==> config.mk <==
export PLATFORM = sky130hd
export DESIGN_NAME = multicycle_alu_flat
export DESIGN_NICKNAME = d
export VERILOG_FILES = /design/src/rtl/multicycle_alu_if.sv /design/src/rtl/multicycle_alu.sv /design/src/flat_wrapper.sv
export SDC_FILE = /design/constraint.sdc
export NUM_CORES = 1
export LEC_CHECK = 0
export CAP_MARGIN = 10
export CORE_UTILIZATION = 30
export DETAILED_ROUTE_END_ITERATION = 8
export SLEW_MARGIN = 0
export SYNTH_ARGS = -nofsm -noshare
export SYNTH_HDL_FRONTEND = slang
export SYNTH_SLANG_ARGS = --single-unit
==> constraint.sdc <==
create_clock -name CLK -period 3.6 [get_ports CLK]
set_input_delay 0.36 -clock CLK [delete_from_list [all_inputs] [get_ports CLK]]
set_output_delay 0.36 -clock CLK [all_outputs]
set_load 0.03 [all_outputs]
==> src/rtl/multicycle_alu_if.sv <==
// Operation request / result bundle shared by the ALU and whatever drives it.
// Master issues Start/operands; slave reports Busy/Done/Result/ALUFlags.
interface multicycle_alu_if #(
  parameter int WIDTH = 32
);
  logic             Start;
  logic [WIDTH-1:0] A;
  logic [WIDTH-1:0] B;
  logic [2:0]       ALUControl;
  logic             Busy;
  logic             Done;
  logic [WIDTH-1:0] Result;
  logic [3:0]       ALUFlags;

  modport master (
    output Start, A, B, ALUControl,
    input  Busy, Done, Result, ALUFlags
  );

  modport slave (
    input  Start, A, B, ALUControl,
    output Busy, Done, Result, ALUFlags
  );
endinterface

==> src/rtl/multicycle_alu.sv <==
// ALU with single-cycle logic/add/sub ops and a WIDTH-cycle shift-add multiplier.
// Result and {N,Z,C,V} are registered and only change on a Done pulse.
module multicycle_alu #(
  parameter int WIDTH = 32
) (
  input  logic             CLK,
  input  logic             RESETn,
  multicycle_alu_if.slave  bus
);

  localparam int CNT_W = (WIDTH > 1) ? $clog2(WIDTH) : 1;
  localparam logic [CNT_W-1:0] LAST = CNT_W'(WIDTH - 1);

  localparam logic [2:0] OP_ADD = 3'b000;
  localparam logic [2:0] OP_SUB = 3'b001;
  localparam logic [2:0] OP_AND = 3'b010;
  localparam logic [2:0] OP_ORR = 3'b011;
  localparam logic [2:0] OP_EOR = 3'b100;
  localparam logic [2:0] OP_MOV = 3'b101;
  localparam logic [2:0] OP_MUL = 3'b110;

  typedef enum logic {
    ST_IDLE = 1'b0,
    ST_MUL  = 1'b1
  } state_t;

  state_t           state;
  state_t           state_nxt;
  logic [CNT_W-1:0] cnt;
  logic [WIDTH-1:0] mcand;
  logic [WIDTH-1:0] mplier;
  logic [WIDTH-1:0] acc;
  logic [WIDTH-1:0] acc_nxt;
  logic [WIDTH-1:0] result_q;
  logic [3:0]       flags_q;
  logic             done_q;
  logic             accept;
  logic             mul_last;
  logic [WIDTH+3:0] single_res;

  function automatic logic [1:0] nz_of(input logic [WIDTH-1:0] r);
    return {r[WIDTH-1], (r == '0)};
  endfunction

  // Returns {N,Z,C,V,result}. ADD and SUB share one adder; SUB inverts B and carries in 1.
  function automatic logic [WIDTH+3:0] single_op(
    input logic [WIDTH-1:0] a,
    input logic [WIDTH-1:0] b,
    input logic [2:0]       op
  );
    logic [WIDTH-1:0] b_in;
    logic [WIDTH-1:0] res;
    logic [WIDTH:0]   sum;
    logic             c;
    logic             v;
    logic             is_sub;
    is_sub = (op == OP_SUB);
    b_in   = is_sub ? ~b : b;
    sum    = {1'b0, a} + {1'b0, b_in} + {{WIDTH{1'b0}}, is_sub};
    c      = 1'b0;
    v      = 1'b0;
    case (op)
      OP_AND:  res = a & b;
      OP_ORR:  res = a | b;
      OP_EOR:  res = a ^ b;
      OP_MOV:  res = b;
      default: begin
        res = sum[WIDTH-1:0];
        c   = sum[WIDTH];
        v   = (a[WIDTH-1] == b_in[WIDTH-1]) && (res[WIDTH-1] != a[WIDTH-1]);
      end
    endcase
    return {nz_of(res), c, v, res};
  endfunction

  assign accept     = (state == ST_IDLE) && bus.Start;
  assign mul_last   = (state == ST_MUL) && (cnt == LAST);
  assign acc_nxt    = mplier[0] ? (acc + mcand) : acc;
  assign single_res = single_op(bus.A, bus.B, bus.ALUControl);

  always_ff @(posedge CLK or negedge RESETn) begin
    if (!RESETn) begin
      state <= ST_IDLE;
    end else begin
      state <= state_nxt;
    end
  end

  always_comb begin
    state_nxt = state;
    case (state)
      ST_IDLE: if (bus.Start && (bus.ALUControl == OP_MUL)) state_nxt = ST_MUL;
      ST_MUL:  if (cnt == LAST) state_nxt = ST_IDLE;
      default: state_nxt = ST_IDLE;
    endcase
  end

  // Datapath: operand capture, shift-add iterations and result/flag registers
  always_ff @(posedge CLK or negedge RESETn) begin
    if (!RESETn) begin
      cnt      <= '0;
      mcand    <= '0;
      mplier   <= '0;
      acc      <= '0;
      result_q <= '0;
      flags_q  <= '0;
      done_q   <= 1'b0;
    end else begin
      done_q <= 1'b0;
      if (accept) begin
        if (bus.ALUControl == OP_MUL) begin
          mcand  <= bus.A;
          mplier <= bus.B;
          acc    <= '0;
          cnt    <= '0;
        end else begin
          result_q <= single_res[WIDTH-1:0];
          flags_q  <= single_res[WIDTH+3:WIDTH];
          done_q   <= 1'b1;
        end
      end else if (state == ST_MUL) begin
        acc    <= acc_nxt;
        mcand  <= mcand << 1;
        mplier <= mplier >> 1;
        cnt    <= cnt + CNT_W'(1);
        if (mul_last) begin
          result_q <= acc_nxt;
          flags_q  <= {nz_of(acc_nxt), 2'b00};
          done_q   <= 1'b1;
        end
      end
    end
  end

  assign bus.Busy     = (state == ST_MUL);
  assign bus.Done     = done_q;
  assign bus.Result   = result_q;
  assign bus.ALUFlags = flags_q;

endmodule
==> src/flat_wrapper.sv <==
// flat-port wrapper written by rule: the top's interface ports become plain ports
module multicycle_alu_flat 
#(
  parameter int WIDTH = 32
)
  (CLK, RESETn, bus_Start, bus_A, bus_B, bus_ALUControl, bus_Busy, bus_Done, bus_Result, bus_ALUFlags);
  multicycle_alu_if #(.WIDTH(WIDTH)) bus_i ();
  input  logic CLK;
  input  logic RESETn;
  input wire logic [$bits(bus_i.Start)-1:0] bus_Start;
  input wire logic [$bits(bus_i.A)-1:0] bus_A;
  input wire logic [$bits(bus_i.B)-1:0] bus_B;
  input wire logic [$bits(bus_i.ALUControl)-1:0] bus_ALUControl;
  output wire logic [$bits(bus_i.Busy)-1:0] bus_Busy;
  output wire logic [$bits(bus_i.Done)-1:0] bus_Done;
  output wire logic [$bits(bus_i.Result)-1:0] bus_Result;
  output wire logic [$bits(bus_i.ALUFlags)-1:0] bus_ALUFlags;
  assign bus_i.Start = bus_Start;
  assign bus_i.A = bus_A;
  assign bus_i.B = bus_B;
  assign bus_i.ALUControl = bus_ALUControl;
  assign bus_Busy = bus_i.Busy;
  assign bus_Done = bus_i.Done;
  assign bus_Result = bus_i.Result;
  assign bus_ALUFlags = bus_i.ALUFlags;
  multicycle_alu #(.WIDTH(WIDTH)) u_core (.CLK(CLK), .RESETn(RESETn), .bus(bus_i));
endmodule
==> flow_summary.toml, run 1 <==
[worst_setup_path]
cp-end-kind = "flip-flop"
critPathArrivalTime_ns = 3.95
required_ns = 3.97
critical_path.startpoint = "bus_ALUControl[2]"
crit_slowest_cell = "or3b_4"
path_class = "in -> reg"
path_cells = "buf_6 > or3b_4 > buf_6 > xnor2_2 > ha_1 > buf_4 > nand3_1 > a21oi_2 > o211ai_1 > nand2_1 > or2_2 > a311oi_1 > o21a_1 > nand4_1 > nor4bb_4 > nand4_1 > nand3_1"
worstPathMaxFanout = 7
timing.rr.start = "u_core.mcand[6]"
cpPeakStageDelay_ns = 0.48
reg2reg_slack_ns = 0.03
reg2reg_depth = 15
regToRegEndpoint = "u_core.bus.ALUFlags[2]"
critPathLaunchType = "input port"

[routing]
vias_per_cell = 5.333
detail-route-antenna-nets = 0
drtIter0Drc = 905
drt_wl_total_um = 44760
via_count = 13130
dr.pass1.iters = 5
post_drt_wl_per_cell_um = 18.18
drc = 0

[synth]
synth_top_family_by_area = "compound AO/OA/AOI/OAI gates"
synth_top_area_share_pct = 26.78
syn_area_um2 = 12900
synth_seq_cells = 138
yosysUniqueCellTypes = 75
synth_compound_area_share_pct = 23.58
syn_inst = 1584
yosysWarnings = 0
synthFlopType = "dfrtp_1"
synthMuxAreaShare_pct = 9.469
syn_avg_cell_area_um2 = 8.141
ys_seq_area_share_pct = 26.78
synth_area_leader_cell = "dfrtp_1"
synth-simple-area-share_pct = 16.92
synth-adder-area-share_pct = 13.60
synthTopCellsByArea = "dfrtp_1, ha_1, mux2i_1"
ys_async_sr_fraction_pct = 100.0
synth.net_count = 1793
synth_edf_count = 0
synth-xor-area-share_pct = 4.279

[clocking]
cts_sinks = 138
insertion_delay_ns = 0.44
cts_root_buffer = "clkbuf_16"
cts_buffers = 17
cts_tree = "done"
htree_levels = 4
cts.clk_slew.worst_paths_ns = 0.07
clockBufferDepth = 2

[placement]
gp_congestion = 0.9421
dp_cells = 2415
dp_hpwl_um = 35530
io_buffers = 107

[layout]
layout_common_cells = "buf_4, nand2_1, dfrtp_1, o21ai_0, ha_1"
layout.cells.non_filler = 2462
fill_cells = 4088
drive_gt1_share_pct = 21.63
final_util_pct = 41.91
multi_input_area_um2 = 9269
fin_nets = 2119
final_common_cell = "buf_4"
regArea_um2 = 3455
areaGrowthSynthToFinish_pct = 36.92
n_antenna_cell = 0

[global_route]
grt_pass1_wl_um = 70610
grt_max_degree = 84
grt_pass1_vias = 12708
antenna_found_initial = 0
gr-usage-all-layers_pct = 20.35
grt-ovfl-total = 0

[sta]
max_freq_mhz = 279.2
tns_ns = 0
clock_skew_ns = 0.008360
drv_slew = 0
max_slew_margin_pct = 50.40
setup_violations = 0
post-route-min-period_ns = 3.581
post-route-period-util_pct = 99.48
tightest_slew_ns = 0.7441
grt_setup_unrepaired = "yes"
hold_viol = 0

[power_and_ir_drop]
vdd_drop_max_mv = 0.3520
cellPowerDensity_nw_per_um2 = 699.9
total_power_mw = 12.36
leakage_nw = 8.130

[floorplan]
die_h_um = 209.3
die_w_um = 209.3
initial_core_util_pct = 30.61
row_count = 75
boundaryPins = 108
die-area_um2 = 43820
coreArea_um2 = 42130

[worst_hold_path]
holdPathEnd = "u_core.mplier[20]"
min-delay-path-class = "reg -> reg"
worstHoldPathCells = 2
worstHoldStart = "u_core.mplier[20]"

[run]
drv_cap = 0

[outcome]
status = "finished clean"
[synth_stat cells, types with 6 or more instances]
cell,instances
a22o_1,7
inv_1,91
xor2_1,11
a211o_1,9
buf_1,18
nor2_1,85
or2_2,6
mux2_2,8
a311oi_1,6
a22oi_1,11
a31oi_1,9
ha_1,137
o31ai_1,10
nand3_1,36
o22ai_1,30
a211oi_1,19
a21oi_1,88
nand4_1,21
or4_1,6
o21a_1,15
nor3_1,25
o221ai_1,16
and2_1,6
and3_1,17
nand2_1,219
nor3b_1,6
a221o_1,7
clkbuf_1,67
a21o_1,23
nand2b_1,13
nor2b_1,13
o21ai_0,144
mux2i_1,113
dfrtp_1,138
a2111oi_0,8
xnor2_1,52
o211ai_1,16
[cell families after synthesis]
| kind of cell | Yosys count |
|---|---|
| and+or+nand+nor | 475 |
| AOI/OAI and AO/OA | 467 |
| buffers and inverters | 181 |
| adders and majority gates | 139 |
| DFF | 138 |
| muxes | 121 |
| xor gates and xnor gates | 63 |
[registers in the layout, indices dropped and copies added, names as in the netlist]
| register | cells |
|---|---|
| u_core.acc | 32 |
| u_core.cnt | 5 |
| u_core.bus.ALUFlags | 3 |
| u_core.bus.Done | 1 |
| u_core.bus.Result | 32 |
| u_core.bus.Busy | 1 |
| u_core.mplier | 32 |
| u_core.mcand | 32 |
[routing by layer]
layer	global-route usage (%)	part of all wire, %	wire [µm]
met3	1.930	3.5	1548
met2	34.02	47	20970
met1	28.11	48	21450
met4	5.122	1.8	793
met5	0	0	0
[worst max-delay path, delay by kind of cell]
family / cells / cell delay [ns]
simple gates: 8 / 1.73
compound gates: 4 / 0.99
buf+inv: 3 / 0.40
fa+ha+maj: 1 / 0.33
xor+xnor: 1 / 0.13
[stage by stage]
| step | setup slack, ns | hold slack (ns) | instance area, µm² |
|---|---|---|---|
| after floorplan | -0.05018 | 0.06441 | 13010 |
| after global placement | -1.107 | 0.4270 | 16450 |
| after detailed placement | -1.156 | 0.4256 | 16450 |
| after CTS | -0.04976 | 0.4854 | 17570 |
| after global routing | -0.1806 | 0.5117 | 17660 |
| final | 0.01855 | 0.4800 | 17660 |
[layout make-up]
class / instances / area share, %
repair buffers: 396 / 18.62
well taps: 539 / 3.819
inverters: 92 / 1.956
clock inverters: 15 / 1.141
multi-input cells: 1265 / 52.49
flip-flops and latches: 138 / 19.56
clock buffers: 17 / 2.409
[power breakdown]
group          leakage (nW)  internal [mW]  switching [mW]
clock                 0.306           1.12           0.803
combinational          6.08           3.39            4.17
sequential             1.74           2.25           0.629
[how the worst max path moves through the flow]
stage	end	slack [ns]
final	u_core.bus.ALUFlags[2]	0.02
after global routing	u_core.bus.ALUFlags[2]	-0.18
after CTS	u_core.bus.ALUFlags[2]	-0.05
after detailed placement	u_core.bus.ALUFlags[2]	-1.16
after global placement	u_core.bus.ALUFlags[2]	-1.11
after floorplan	u_core.bus.ALUFlags[2]	-0.05
[what timing repair did]
action                                  4_1_cts  5_1_grt
endpoints found under the hold margin        20        0
resized for setup                            73       17
hold buffers                                  1        0
endpoints found under the setup margin       21        6
pin swaps                                    43       19
gates cloned                                  1        0
buffers inserted                             11        3
(Power assumes the default switching activity.)
==> run 2, diff against run 1 <==
--- a/config.mk
+++ b/config.mk
@@ -8,6 +8,7 @@
 export CAP_MARGIN = 10
 export CORE_UTILIZATION = 30
 export DETAILED_ROUTE_END_ITERATION = 8
+export SETUP_SLACK_MARGIN = 0.4
 export SLEW_MARGIN = 0
 export SYNTH_ARGS = -nofsm -noshare
 export SYNTH_HDL_FRONTEND = slang
==> run 2 against run 1 <==
- highest routed layer unchanged
- clock power decreased by 4%
- largest power group unchanged
- first-iteration DRC count decreased by 4.4%
- global-route usage increased by 0.74 points
==> flow_summary.toml, run 2 (synthesis gave the netlist of run 1 again) <==
[outcome]
status = "finished clean"

[routing]
dr.pass1.iters = 5
drtIter0Drc = 865
vias_per_cell = 5.261
detail-route-antenna-nets = 0
post_drt_wl_per_cell_um = 18.42
drc = 0
via_count = 13094
drt_wl_total_um = 45860

[sta]
clock_skew_ns = 0.01393
drv_slew = 0
max_slew_margin_pct = 31.39
max_freq_mhz = 278.5
tightest_slew_ns = 1.027
hold_viol = 0
tns_ns = 0
setup_violations = 0
grt_setup_unrepaired = "yes"
post-route-period-util_pct = 99.75
post-route-min-period_ns = 3.591

[layout]
multi_input_area_um2 = 9787
regArea_um2 = 3455
drive_gt1_share_pct = 26.62
final_util_pct = 43.81
fill_cells = 4032
final_cell_area_um2 = 18460
final_common_cell = "buf_4"
areaGrowthSynthToFinish_pct = 43.13
fin_nets = 2146
layout_common_cells = "buf_4, nand2_1, dfrtp_1, o21ai_0, ha_1"
n_antenna_cell = 0

[floorplan]
row_count = 75
initial_core_util_pct = 30.61
die_h_um = 209.3
coreArea_um2 = 42130
boundaryPins = 108
die-area_um2 = 43820
die_w_um = 209.3

[power_and_ir_drop]
cellPowerDensity_nw_per_um2 = 696.4
p_sw_share_pct = 45.87
p_int_mw = 6.958
pwr-share-seq_pct = 22.7
p_switching_mw = 5.896
vdd_drop_max_mv = 0.4135
clock_power_share_pct = 14.3
combPwrFrac_pct = 63.0
leakage_nw = 8.381
total_power_mw = 12.85

[worst_hold_path]
min-delay-path-class = "reg -> reg"

[placement]
placed_area_um2 = 16610
gp_congestion = 0.8910
io_buffers = 107
dp_hpwl_um = 36010

[clocking]
cts_tree = "done"
cts_buffers = 17
clockBufferDepth = 2
cts_sinks = 138
cts_root_buffer = "clkbuf_16"
htree_levels = 4
insertion_delay_ns = 0.46
cts.clk_slew.worst_paths_ns = 0.07

[worst_setup_path]
required_ns = 3.99
reg2reg_slack_ns = 0.009
critPathLaunchType = "flip-flop"
critPathArrivalTime_ns = 3.98
cpPeakStageDelay_ns = 0.43
crit_slowest_cell = "or4_4"
path_class = "reg -> reg"
worstPathMaxFanout = 3
path_cells = "ha_2 > fa_2 > a211o_1 > a21o_1 > o21ai_2 > buf_4 > o21ai_4 > or4_4 > a31o_4 > xnor2_2 > mux2i_2 > nor4_2 > nand4_1 > nand3_1"
path_buf_inv = 1
cp-end-kind = "flip-flop"
path_delay_family = "compound AO/OA/AOI/OAI gates"

[global_route]
grt_pass1_vias = 12977
grt-ovfl-total = 0
grt_max_degree = 89
antenna_found_initial = 0
grt_pass1_wl_um = 72770
gr-usage-all-layers_pct = 21.10

[run]
drv_cap = 0
==> run 2: repair_timing <==
action | in CTS | in global routing
cloned | 3 | 0
setup endpoints to repair | 35 | 27
pin swaps | 80 | 50
hold buffers | 1 | 0
hold endpoints to repair | 5 | 0
setup buffers | 17 | 4
resized for setup | 125 | 79
==> run 2: routing by layer <==
| layer | GRT usage [%] | wire length [µm] | vias up |
|---|---|---|---|
| li1 | - | - | 6470 |
| met1 | 29.49 | 21740 | 6297 |
| met2 | 34.02 | 21300 | 278 |
| met3 | 2.319 | 1845 | 49 |
| met4 | 6.542 | 971 | 0 |
| met5 | 0 | 0 | - |
==> run 2: final timing paths <==
kind,startpoint,endpoint,cells past startpoint
max,u_core.mcand[0],u_core.bus.ALUFlags[2],14
min,u_core.mplier[6],u_core.mplier[6],2
max in group asynchronous,RESETn,u_core.mcand[20],3
min reg2reg,u_core.mplier[6],u_core.mplier[6],2
max reg2reg,u_core.mcand[0],u_core.bus.ALUFlags[2],14
min in group asynchronous,RESETn,u_core.mplier[5],2
==> run 2: cell type report <==
cell class | instances | share of cell area, %
multi-input cells | 1265 | 53.02
clock inverters | 14 | 0.8202
clock buffers | 18 | 2.379
flip-flops and latches | 138 | 18.72
repair buffers | 423 | 19.54
well taps | 539 | 3.654
inverters | 92 | 1.871
==> run 2: stage by stage <==
step | setup slack (ns) | cells | hold slack (ns)
floorplan | -0.04982 | 1584 | 0.06441
global placement | -1.030 | 2432 | 0.4635
detailed placement | -1.102 | 2432 | 0.4696
CTS | -0.06202 | 2485 | 0.4853
global route | -0.1721 | 2489 | 0.5112
finish | 0.008878 | 2489 | 0.4821
==> run 2: power groups by stage <==
| stage | Clock (mW) | Sequential, mW | Combinational, mW |
|---|---|---|---|
| 3_3_place_gp | 0 | 2.89 | 7.14 |
| 2_1_floorplan | 0 | 2.99 | 4.08 |
| 6_report | 1.84 | 2.92 | 8.09 |
| 3_5_place_dp | 0 | 2.91 | 7.25 |
| 5_1_grt | 1.92 | 2.99 | 8.86 |
| 4_1_cts | 1.85 | 2.89 | 7.69 |
==> run 2: worst reg2reg max path: stages (launching register included) <==
cell and delay, ns:
dfrtp_1 0.38, ha_2 0.21, fa_2 0.38, a211o_1 0.36, a21o_1 0.21, o21ai_2 0.22
buf_4 0.16, o21ai_4 0.06, or4_4 0.43, a31o_4 0.25, xnor2_2 0.14, mux2i_2 0.12
nor4_2 0.35, nand4_1 0.15, nand3_1 0.10
